--- src/rtl/uart_program_loader.sv ---
// Boot loader: receives a length-prefixed program over UART 8N1 and writes it into instruction memory.
// The CPU is held in reset until the load completes.
module uart_program_loader #(
  parameter int unsigned CLK_PER_BIT = 868,
  parameter int unsigned ADDR_W      = 10,
  parameter int unsigned DATA_W      = 32
) (
  input  logic              clk,
  input  logic              reset_n,
  input  logic              rxd,
  output logic              imem_we,
  output logic [ADDR_W-1:0] imem_addr,
  output logic [DATA_W-1:0] imem_wdata,
  output logic              cpu_reset_n,
  output logic              load_done,
  output logic              load_err
);

  localparam int unsigned CNT_W = $clog2(CLK_PER_BIT);
  localparam logic [CNT_W-1:0] FULL_LAST = CNT_W'(CLK_PER_BIT - 1);
  localparam logic [CNT_W-1:0] HALF_LAST = CNT_W'(CLK_PER_BIT / 2 - 1);
  localparam logic [31:0]      MAX_N     = 32'(1) << ADDR_W;

  typedef enum logic [1:0] {RX_IDLE, RX_START, RX_DATA, RX_STOP} rx_state_t;
  typedef enum logic [2:0] {S_LEN, S_DATA, S_WRITE, S_RUN, S_ERR} ld_state_t;

  rx_state_t        r_rx_state;
  logic             r_rxd_meta;
  logic             r_rxd_sync;
  logic             r_rxd_d;
  logic [CNT_W-1:0] r_rx_cnt;
  logic [2:0]       r_bit_idx;
  logic [7:0]       r_rx_shift;
  logic             r_byte_valid;
  logic             r_frame_err;

  ld_state_t        r_state;
  logic [1:0]       r_byte_cnt;
  logic [31:0]      r_len;
  logic [DATA_W-1:0] r_word;
  logic [ADDR_W:0]  r_idx;

  logic [31:0]       w_len_next;
  logic [DATA_W-1:0] w_word_next;

  assign w_len_next  = {r_rx_shift, r_len[31:8]};
  assign w_word_next = {r_rx_shift, r_word[DATA_W-1:8]};

  // Synchroniser plus a delayed copy for falling-edge detection
  always_ff @(posedge clk or negedge reset_n) begin
    if (!reset_n) begin
      r_rxd_meta <= 1'b1;
      r_rxd_sync <= 1'b1;
      r_rxd_d    <= 1'b1;
    end else begin
      r_rxd_meta <= rxd;
      r_rxd_sync <= r_rxd_meta;
      r_rxd_d    <= r_rxd_sync;
    end
  end

  // Mid-bit sampling receiver; false starts are dropped at the half-bit check
  always_ff @(posedge clk or negedge reset_n) begin
    if (!reset_n) begin
      r_rx_state   <= RX_IDLE;
      r_rx_cnt     <= '0;
      r_bit_idx    <= '0;
      r_rx_shift   <= '0;
      r_byte_valid <= 1'b0;
      r_frame_err  <= 1'b0;
    end else begin
      r_byte_valid <= 1'b0;
      r_frame_err  <= 1'b0;
      case (r_rx_state)
        RX_IDLE: begin
          if (r_rxd_d && !r_rxd_sync) begin
            r_rx_cnt   <= '0;
            r_rx_state <= RX_START;
          end
        end
        RX_START: begin
          if (r_rx_cnt == HALF_LAST) begin
            r_rx_cnt   <= '0;
            r_bit_idx  <= '0;
            r_rx_state <= r_rxd_sync ? RX_IDLE : RX_DATA;
          end else begin
            r_rx_cnt <= r_rx_cnt + CNT_W'(1);
          end
        end
        RX_DATA: begin
          if (r_rx_cnt == FULL_LAST) begin
            r_rx_cnt   <= '0;
            r_rx_shift <= {r_rxd_sync, r_rx_shift[7:1]};
            r_bit_idx  <= r_bit_idx + 3'd1;
            if (r_bit_idx == 3'd7) r_rx_state <= RX_STOP;
          end else begin
            r_rx_cnt <= r_rx_cnt + CNT_W'(1);
          end
        end
        RX_STOP: begin
          if (r_rx_cnt == FULL_LAST) begin
            r_rx_cnt <= '0;
            if (r_rxd_sync) r_byte_valid <= 1'b1;
            else            r_frame_err  <= 1'b1;
            r_rx_state <= RX_IDLE;
          end else begin
            r_rx_cnt <= r_rx_cnt + CNT_W'(1);
          end
        end
        default: r_rx_state <= RX_IDLE;
      endcase
    end
  end

  // Loader: length header, then words written one per imem_we pulse
  always_ff @(posedge clk or negedge reset_n) begin
    if (!reset_n) begin
      r_state     <= S_LEN;
      r_byte_cnt  <= '0;
      r_len       <= '0;
      r_word      <= '0;
      r_idx       <= '0;
      imem_we     <= 1'b0;
      imem_addr   <= '0;
      imem_wdata  <= '0;
      cpu_reset_n <= 1'b0;
      load_done   <= 1'b0;
      load_err    <= 1'b0;
    end else begin
      imem_we <= 1'b0;
      case (r_state)
        S_LEN: begin
          if (r_frame_err) begin
            r_state  <= S_ERR;
            load_err <= 1'b1;
          end else if (r_byte_valid) begin
            r_len      <= w_len_next;
            r_byte_cnt <= r_byte_cnt + 2'd1;
            if (r_byte_cnt == 2'd3) begin
              if (w_len_next == 32'd0) begin
                r_state     <= S_RUN;
                load_done   <= 1'b1;
                cpu_reset_n <= 1'b1;
              end else if (w_len_next > MAX_N) begin
                r_state  <= S_ERR;
                load_err <= 1'b1;
              end else begin
                r_state <= S_DATA;
              end
            end
          end
        end
        S_DATA: begin
          if (r_frame_err) begin
            r_state  <= S_ERR;
            load_err <= 1'b1;
          end else if (r_byte_valid) begin
            r_word     <= w_word_next;
            r_byte_cnt <= r_byte_cnt + 2'd1;
            if (r_byte_cnt == 2'd3) begin
              r_state    <= S_WRITE;
              imem_we    <= 1'b1;
              imem_addr  <= r_idx[ADDR_W-1:0];
              imem_wdata <= w_word_next;
            end
          end
        end
        S_WRITE: begin
          if (r_frame_err) begin
            r_state  <= S_ERR;
            load_err <= 1'b1;
          end else begin
            r_idx <= r_idx + (ADDR_W+1)'(1);
            if (32'(r_idx) == r_len - 32'd1) begin
              r_state     <= S_RUN;
              load_done   <= 1'b1;
              cpu_reset_n <= 1'b1;
            end else begin
              r_state <= S_DATA;
            end
          end
        end
        S_RUN:   r_state <= S_RUN;
        S_ERR:   r_state <= S_ERR;
        default: r_state <= S_ERR;
      endcase
    end
  end

endmodule

--- config.mk ---
export PLATFORM = sky130hd
export DESIGN_NAME = uart_program_loader
export DESIGN_NICKNAME = d
export VERILOG_FILES = /design/src/rtl/uart_program_loader.sv
export SDC_FILE = /design/constraint.sdc
export NUM_CORES = 1
export LEC_CHECK = 0
export ABC_AREA = 1
export ABC_CLOCK_PERIOD_IN_PS = 2550
export CORE_UTILIZATION = 55
export DETAILED_ROUTE_END_ITERATION = 12
export HOLD_SLACK_MARGIN = 0.15
export PLACE_DENSITY_LB_ADDON = 0.05
export SLEW_MARGIN = 25
export SYNTH_ARGS = -nofsm -noshare
export SYNTH_HDL_FRONTEND = slang
export SYNTH_SLANG_ARGS = --single-unit
--- constraint.sdc ---
create_clock -name clk -period 2.55 [get_ports clk]
set_clock_uncertainty 0.1 [all_clocks]
set_input_delay 0.3825 -clock clk [delete_from_list [all_inputs] [get_ports clk]]
set_output_delay 0.3825 -clock clk [all_outputs]
set_load 0.03 [all_outputs]
# [Yosys cells after proc, flatten, opt, wreduce, memory -nomap -nowiden]
# Cells that the tools add are included.
[classes] addsub=5 magnitude_cmp=1 eq_ne=29 muxes=49 bitwise=1 reduce_logical=22
[op_table] operator="3-bit two-way mux" n=11
[op_table] operator="11-bit by 32-bit == test with 1-bit output" n=1
[op_table] operator="32-bit by 11-bit greater-than comparator with 1-bit output (second input constant)" n=1
[op_table] operator="32-bit zero test" n=1
[op_table] operator="32-bit by 1-bit subtractor with 32-bit output (second input constant)" n=1
[op_table] operator="10-bit two-way mux" n=3
[op_table] operator="10-bit one-hot mux with 3 select lines" n=1
[op_table] operator="1-bit two-way mux" n=22
[op_table] operator="2-bit inequality test (second input constant)" n=11
[op_table] operator="3-bit inequality test (second input constant)" n=6
[op_table] operator="2-bit two-way mux" n=7
[op_table] operator="3-bit one-hot mux with 4 select lines" n=1
[op_table] operator="3-bit AND reduction" n=4
[op_table] operator="11-bit by 1-bit adder with 11-bit output (second input constant)" n=1
[op_table] operator="10-bit by 1-bit adder with 10-bit output (second input constant)" n=1
[op_table] operator="10-bit == test (second input constant)" n=1
[op_table] operator="10-bit by 9-bit == test with 1-bit output (second input constant)" n=1
[op_table] operator="2-bit one-hot mux with 4 select lines" n=1
[op_table] operator="4-bit AND reduction" n=2
[op_table] operator="7-bit AND reduction" n=1
[op_table] operator="2-bit == test (second input constant)" n=3
[op_table] operator="3-bit by 2-bit == test with 1-bit output (second input constant)" n=2
[op_table] operator="3-bit one-hot mux with 2 select lines" n=1
[op_table] operator="6-bit AND reduction" n=1
[op_table] operator="16 further kinds" n=22
[totals] ff_bits=153 in_bits=3 out_inout_bits=46 elab_cells=126

# [Depth between registers and ports, before layout]
# Gate-level depths: netlist of run 1.
[depth] word_depth=7 mapped_depth=17 mapped_depth_nobuf=17

# [Worst setup path before layout of run 1]
# Ideal clock, no wire load.
[synth_timing] kind="flip-flop to flip-flop" start="reg r_len[0]" end="reg r_state[1]" setup_time_ns=0.077 arrival_time_ns=1.751 t_required_ns=2.373 slack_ns=0.621 stages_incl_launch_ff=15 path_buffers=0 synth_period_minus_slack_ns=1.929 cell_sequence="dfrtp_1 > inv_1 > ha_1 > nand3_4 > inv_1 > nand2_1 > nor2_1 > nand2_1 > nand2_1 > nand2_1 > nor2_1 > nand2_1 > nor3_2 > nand3_1 > a21oi_1"
[synth_between] elab_chain_cells=5
[synth_rtl] element="start: declaration" line_no="39" rtl="logic [31:0] r_len;"
[synth_rtl] element="start signal: assignment" line_no="137" rtl="r_len <= w_len_next;"
[synth_rtl] element="32-bit by 1-bit subtractor with 32-bit output" line_no="174" rtl="if (32'(r_idx) == r_len - 32'd1) begin"
[synth_rtl] element="11-bit by 32-bit == test with 1-bit output" line_no="174"
[synth_rtl] element="2-bit two-way mux" line_no="174"
[synth_rtl] element="3-bit two-way mux" line_no="169" rtl="if (r_frame_err) begin"
[synth_rtl] element="3-bit one-hot mux with 4 select lines" line_no="131" rtl="case (r_state)"
[synth_rtl] element="end signal: assignment" line_no="134" rtl="r_state <= S_ERR;"
[synth_rtl] element="end signal: assignment" line_no="170" rtl="r_state <= S_ERR;"
[synth_rtl] element="end signal: assignment" line_no="175" rtl="r_state <= S_RUN;"
[synth_rtl] element="end: declaration" line_no="37" rtl="ld_state_t r_state;"
# Every way passes these cells.
# A chain may end at the register's enable or synchronous reset.

# [Final worst setup path of run 1]
# Ends and elaborated chain as after synthesis.

==> results.toml, run 1 <==
[worst_setup_path]
endpoint_kind = "flip-flop"
r2r_slack_ns = 0.21
crit_chain = "inv_1, ha_1, nand3_4, nor2_8, nand2_1, o21ai_1, nand2_1, nor2_1, nand2_1, nor3_2, nand3_1, a21oi_1"
critPathSlowestCell = "dfrtp_1"
worstSetupStartpointType = "flip-flop"
crit_end = "r_state[1]$_DFFE_PN0P_"
critical_path.top_delay_family = "simple AND/OR/NAND/NOR gates"
path_class = "flip-flop to flip-flop"
ff2ff_path_depth = 12
cp_common_cell = "nand2_1"
cp.depth = 12
crit_fanout = 10
timing.critical_path.buf_inv = 1
critPathLaunch = "r_len[0]$_DFFE_PN0P_"
cp.arrival_ns = 2.59
reg2reg_from = "r_len[0]$_DFFE_PN0P_"
required_ns = 2.80
crit_path_max_incr_delay_ns = 0.40
rr_endpoint = "r_state[1]$_DFFE_PN0P_"

[layout]
layout.nets = 942
drive_above_1_share_pct = 8.04
post-route-util_pct = 68.3
diodes = 0
syn_to_final_growth_pct = 18.9
register_area_um2 = 3630
fin_cells = 1113
fillers = 1006
final_cell_area_um2 = 8340
multi_input_area_um2 = 2890

[logic_synthesis]
ys_seq_area_share_pct = 51.8
ys_ff_latch = 145
synthFlopType = "dfrtp_1"
avgSynthCellArea_um2 = 8.00
synth_edf_count = 0
postSynth.asyncResetShare_pct = 100
synth.largest_area_cell = "dfrtp_1"
synthCells = 876
synth_cell_types = 36
syn_nets = 886
syn_area_um2 = 7010
yosysWarnings = 0
yosysMostFrequentCell = "nand2_1"
synth_top_area_share_pct = 50.7
synth_common_cells = "249 x nand2_1, 142 x dfrtp_1, 106 x inv_1"
synth.area.top_cells = "dfrtp_1 51%, nand2_1 13%, o21ai_0 7.5%"

[floorplan]
die-area_um2 = 13200
start_util_pct = 57.4
ios = 49
core.rowCount = 40
core_area_um2 = 12200
fp.dieW_um = 115
die_h_um = 115

[cts]
clock_sinks = 145
cts_tree = "done"
post_cts_buffers = 0
ctsHoldBuffers = 1
cts-root-buf = "clkbuf_16"
cts_buffer_depth = 2
h-tree-depth = 4
ctsResizeCount = 0
worst_skew_pair.late_latency_ns = 0.42
numCtsBuffers = 17
cts.clk_slew.worst_paths_ns = 0.06

[grt]
grt_pass1_vias = 6048
grt.total_usage_pct = 29.6
grt_max_degree = 73
antenna_found_initial = 0
grt_first_pass_wirelength_mm = 29.4
grt_overflow_total = 0

[timing]
rsz0062_at_grt = "no"
finalSetupViolations = 0
setup_ws_ns = 0.209
tns_ns = 0
slew_viol_final = 0
worst_pin_slew_ns = 0.641
clock.fmax_mhz = 427
final-hold-violation-count = 0
period_minus_slack_ns = 2.34
relSlewSlack_pct = 57.2
post-route-period-util_pct = 91.8

[placed_design]
gp_congestion = 0.939
place_area_um2 = 7720
dpl_worst_slack_ns = 0.283
placed_cells = 1080
dp_hpwl_mm = 12.6
io_buffers = 48

[detailed_routing]
firstDrtPassIters = 5
vias_per_cell = 5.35
drtIter0Drc = 372
drc = 0
wl_per_cell_um = 15.9
ant_nets = 0
routed_wirelength_mm = 17.6
vias = 5952

[power]
ir_drop_uv = 561
cellPowerDensity_nw_per_um2 = 635
power_leakage_nw = 4.15

[job]
maxCapViolCount = 0

[worst_hold_path]
min_from = "r_rxd_meta$_DFF_PN1_"
min_path_type = "flip-flop to flip-flop"

[outcome]
status = "completed"
## layout make-up
| type | count | area share (%) |
|---|---|---|
| Multi-Input combinational cell | 601 | 34.6 |
| Timing Repair Buffer | 56 | 6.98 |
| Inverter | 111 | 5.00 |
| Tap cell | 168 | 2.52 |
| Clock inverter | 15 | 2.19 |
| Sequential cell | 145 | 43.6 |
| Clock buffer | 17 | 5.10 |
## how the worst min path moves through the flow
stage,endpoint,slack (ns),cells after the start
6_report,r_rxd_sync$_DFF_PN1_,0.25,0
5_1_grt,r_rxd_sync$_DFF_PN1_,0.26,0
4_1_cts,r_rxd_sync$_DFF_PN1_,0.26,0
3_5_place_dp,r_idx[6]$_DFFE_PN0P_,0.24,1
3_3_place_gp,r_idx[5]$_DFFE_PN0P_,0.24,1
2_1_floorplan,async pin,-0.01,0
## layout by cell type (no fill, tap or decap), types with 11 or more instances in the layout
master	count
a21oi_1	18
clkbuf_16	17
clkdlybuf4s50_1	47
dfrtp_1	142
inv_1	106
nand2_1	248
nand3_1	43
nor2_1	92
nor2_2	11
o21ai_0	105
xor2_1	15
## kinds of logic after synthesis
logic type                 count (synthesis)  synth area share [%]
AOI/OAI and AO/OA                        140                  10.5
xor gates and xnor gates                  21                  2.62
adders and majority gates                  7                  1.25
buffers and inverters                    130                  7.02
DFF                                      145                  51.8
muxes                                      1                 0.161
and+or+nand+nor                          432                  26.7
## stage by stage
stage / hold WS [ns] / power (mW)
2_1_floorplan: -0.0131 / 2.63
3_3_place_gp: 0.237 / 2.73
3_5_place_dp: 0.241 / 2.75
4_1_cts: 0.255 / 5.32
5_1_grt: 0.259 / 5.46
6_report: 0.255 / 5.29
## report_power, final
part / internal [mW] / total (mW) / switching (mW) / leakage, nW
clock: 1.55 / 2.56 / 1.01 / 0.297
sequential: 2.35 / 2.40 / 0.0494 / 2.01
combinational: 0.0922 / 0.333 / 0.241 / 1.84
## state kept, by name (all words and copies together) (netlist names), 2 cells and up, named ones only
| register | flops |
|---|---|
| imem_wdata | 32 |
| r_len | 32 |
| r_word | 24 |
| r_idx | 11 |
| imem_addr | 10 |
| r_rx_cnt | 10 |
| r_rx_shift | 8 |
| r_bit_idx | 3 |
| r_state | 3 |
| r_byte_cnt | 2 |
## worst register-to-register path, delay by kind of cell (launching register included)
family	cells	cell delay (ns)
AND/OR/NAND/NOR	8	1.07
buffers and inverters	1	0.15
flip-flops	1	0.40
AO/OA/AOI/OAI	2	0.29
adder cells (fa/ha/maj)	1	0.25
## routing by layer
| metal | GRT usage (%) | part of all wire, % |
|---|---|---|
| met2 | 50.5 | 51 |
| met4 | 13.5 | 3.3 |
| met5 | 0 | 0 |
| met3 | 6.48 | 3.8 |
| met1 | 36.0 | 42 |
Note: power is estimated with default switching activity, not from simulation.
==> run 2, diff against run 1 <==
--- a/config.mk
+++ b/config.mk
@@ -6,7 +6,7 @@
 export NUM_CORES = 1
 export LEC_CHECK = 0
 export ABC_AREA = 1
-export ABC_CLOCK_PERIOD_IN_PS = 2550
+export ABC_CLOCK_PERIOD_IN_PS = 2670
 export CORE_UTILIZATION = 55
 export DETAILED_ROUTE_END_ITERATION = 12
 export HOLD_SLACK_MARGIN = 0.15
==> constraint.sdc (replaced) <==
create_clock -name clk -period 2.67 [get_ports clk]
set_clock_uncertainty 0.1 [all_clocks]
set_input_delay 0.4005 -clock clk [delete_from_list [all_inputs] [get_ports clk]]
set_output_delay 0.4005 -clock clk [all_outputs]
set_load 0.03 [all_outputs]
==> run 2 against run 1 <==
Against the previous run: worst hold slack better by 0.0010 ns; sequential cell count did not move; via count is 0.97% lower; critical path depth increased by 2; sequential share of layout area down 0.065 points; sequential power shrank 5%.
==> results.toml, run 2 (synthesis results as in run 1) <==
[placed_design]
gp_congestion = 0.927
placed_cells = 1081
io_buffers = 48
dp_hpwl_mm = 12.6

[cts]
numCtsBuffers = 17
cts_buffer_depth = 2
post_cts_buffers = 0
cts_tree = "done"
h-tree-depth = 4
worst_skew_pair.late_latency_ns = 0.42
cts-root-buf = "clkbuf_16"
cts.clk_slew.worst_paths_ns = 0.07
clock_sinks = 145

[floorplan]
ios = 49
core.rowCount = 40
start_util_pct = 57.4
die-area_um2 = 13200
core_area_um2 = 12200
die_h_um = 115
fp.dieW_um = 115

[layout]
fillers = 1025
syn_to_final_growth_pct = 19.1
final_common_cell = "nand2_1"
fin_cells = 1114
final_cell_mix = "248 x nand2_1, 142 x dfrtp_1, 106 x inv_1"
drive_above_1_share_pct = 8.14
top_regs = "imem_wdata (32), r_len (32), r_word (24)"
layout.nets = 943
diodes = 0

[worst_setup_path]
crit_chain = "inv_1, ha_1, nand3_4, inv_1, nand2_1, nor2_1, nand2_1, nand2_1, nand2_1, nor2_1, nand2_1, nor3_2, nand3_1, a21oi_1"
crit_fanout = 4
required_ns = 2.92
r2r_slack_ns = 0.43
crit_path_max_incr_delay_ns = 0.41
worstSetupStartpointType = "flip-flop"
ff2ff_path_depth = 14
cp_common_cell = "nand2_1"
path_class = "flip-flop to flip-flop"
rr_endpoint = "r_state[1]$_DFFE_PN0P_"
reg2reg_from = "r_len[0]$_DFFE_PN0P_"
timing.critical_path.buf_inv = 2
endpoint_kind = "flip-flop"
cp.arrival_ns = 2.49
critical_path.top_delay_family = "simple AND/OR/NAND/NOR gates"
critPathSlowestCell = "dfrtp_1"

[worst_hold_path]
hold_depth = 0
min_from = "r_rxd_meta$_DFF_PN1_"
min_path_type = "flip-flop to flip-flop"
hold-path-endpoint = "r_rxd_sync$_DFF_PN1_"

[detailed_routing]
vias = 5894
drc = 0
wl_per_cell_um = 15.7
vias_per_cell = 5.29
firstDrtPassIters = 5
drtIter0Drc = 382
ant_nets = 0
routed_wirelength_mm = 17.5

[grt]
grt_pass1_vias = 5915
antenna_found_initial = 0
grt_first_pass_wirelength_mm = 28.7
grt.total_usage_pct = 28.9
grt_overflow_total = 0
grt_max_degree = 73

[timing]
worst_pin_slew_ns = 0.617
rsz0062_at_grt = "no"
clock.fmax_mhz = 446
post-route-period-util_pct = 83.9
slew_viol_final = 0
finalSetupViolations = 0
relSlewSlack_pct = 58.9
tns_ns = 0
final-hold-violation-count = 0
period_minus_slack_ns = 2.24

[outcome]
status = "completed"

[power]
power_leakage_nw = 4.15
ir_drop_uv = 660
cellPowerDensity_nw_per_um2 = 609

[job]
maxCapViolCount = 0
[run 2: worst max path at each step]
stage | start | endpoint | slack, ns | cells after the start
detailed placement | r_len[0]$_DFFE_PN0P_ | load_done$_DFFE_PN0P_ | 0.43 | 16
floorplan | r_len[0]$_DFFE_PN0P_ | r_state[1]$_DFFE_PN0P_ | 0.74 | 14
CTS | r_len[0]$_DFFE_PN0P_ | r_state[1]$_DFFE_PN0P_ | 0.42 | 14
global placement | r_len[0]$_DFFE_PN0P_ | load_done$_DFFE_PN0P_ | 0.50 | 14
global route | r_len[0]$_DFFE_PN0P_ | load_done$_DFFE_PN0P_ | 0.14 | 16
finish | r_len[0]$_DFFE_PN0P_ | r_state[1]$_DFFE_PN0P_ | 0.43 | 14
[run 2: what timing repair did]
action                                 4_1_cts  5_1_grt
gates resized for setup                      0        0
hold buffers                                 1        0
endpoints found under the hold margin       45        0
setup endpoints to repair                    0        0
[run 2: final cells by class]
type | count | area [um2] | area share, %
inverters | 111 | 417 | 4.99
clock buffers | 17 | 425 | 5.10
repair buffers | 57 | 577 | 6.91
well taps | 168 | 210 | 2.52
clock inverters | 15 | 200 | 2.40
flip-flops and latches | 145 | 3630 | 43.5
multi-input cells | 601 | 2890 | 34.6
[run 2: report_power, final]
part	internal, mW	total, mW	leakage, nW	switching, mW
sequential	2.24	2.29	2.01	0.0460
combinational	0.0862	0.312	1.84	0.226
clock	1.50	2.49	0.297	0.990
[run 2: stage by stage]
stage               total power [mW]  area (um2)  utilization, %  hold WS [ns]  setup WS [ns]
floorplan                       2.51        7010               -       0.00491          0.741
global placement                2.61        7710            63.2         0.247          0.495
detailed placement              2.63        7710            63.2         0.247          0.433
CTS                             5.13        8350            68.4         0.256          0.417
global route                    5.26        8350            68.4         0.263          0.142
finish                          5.09        8350            68.4         0.256          0.430
[run 2: per-layer routing]
layer	routed length [um]	share of wire [%]	up-vias	track usage, %
li1	-	-	2895	-
met3	626	3.6	38	5.32
met2	9000	51	149	50.5
met4	527	3.0	0	13.2
met1	7340	42	2812	34.9
met5	0	0	-	0
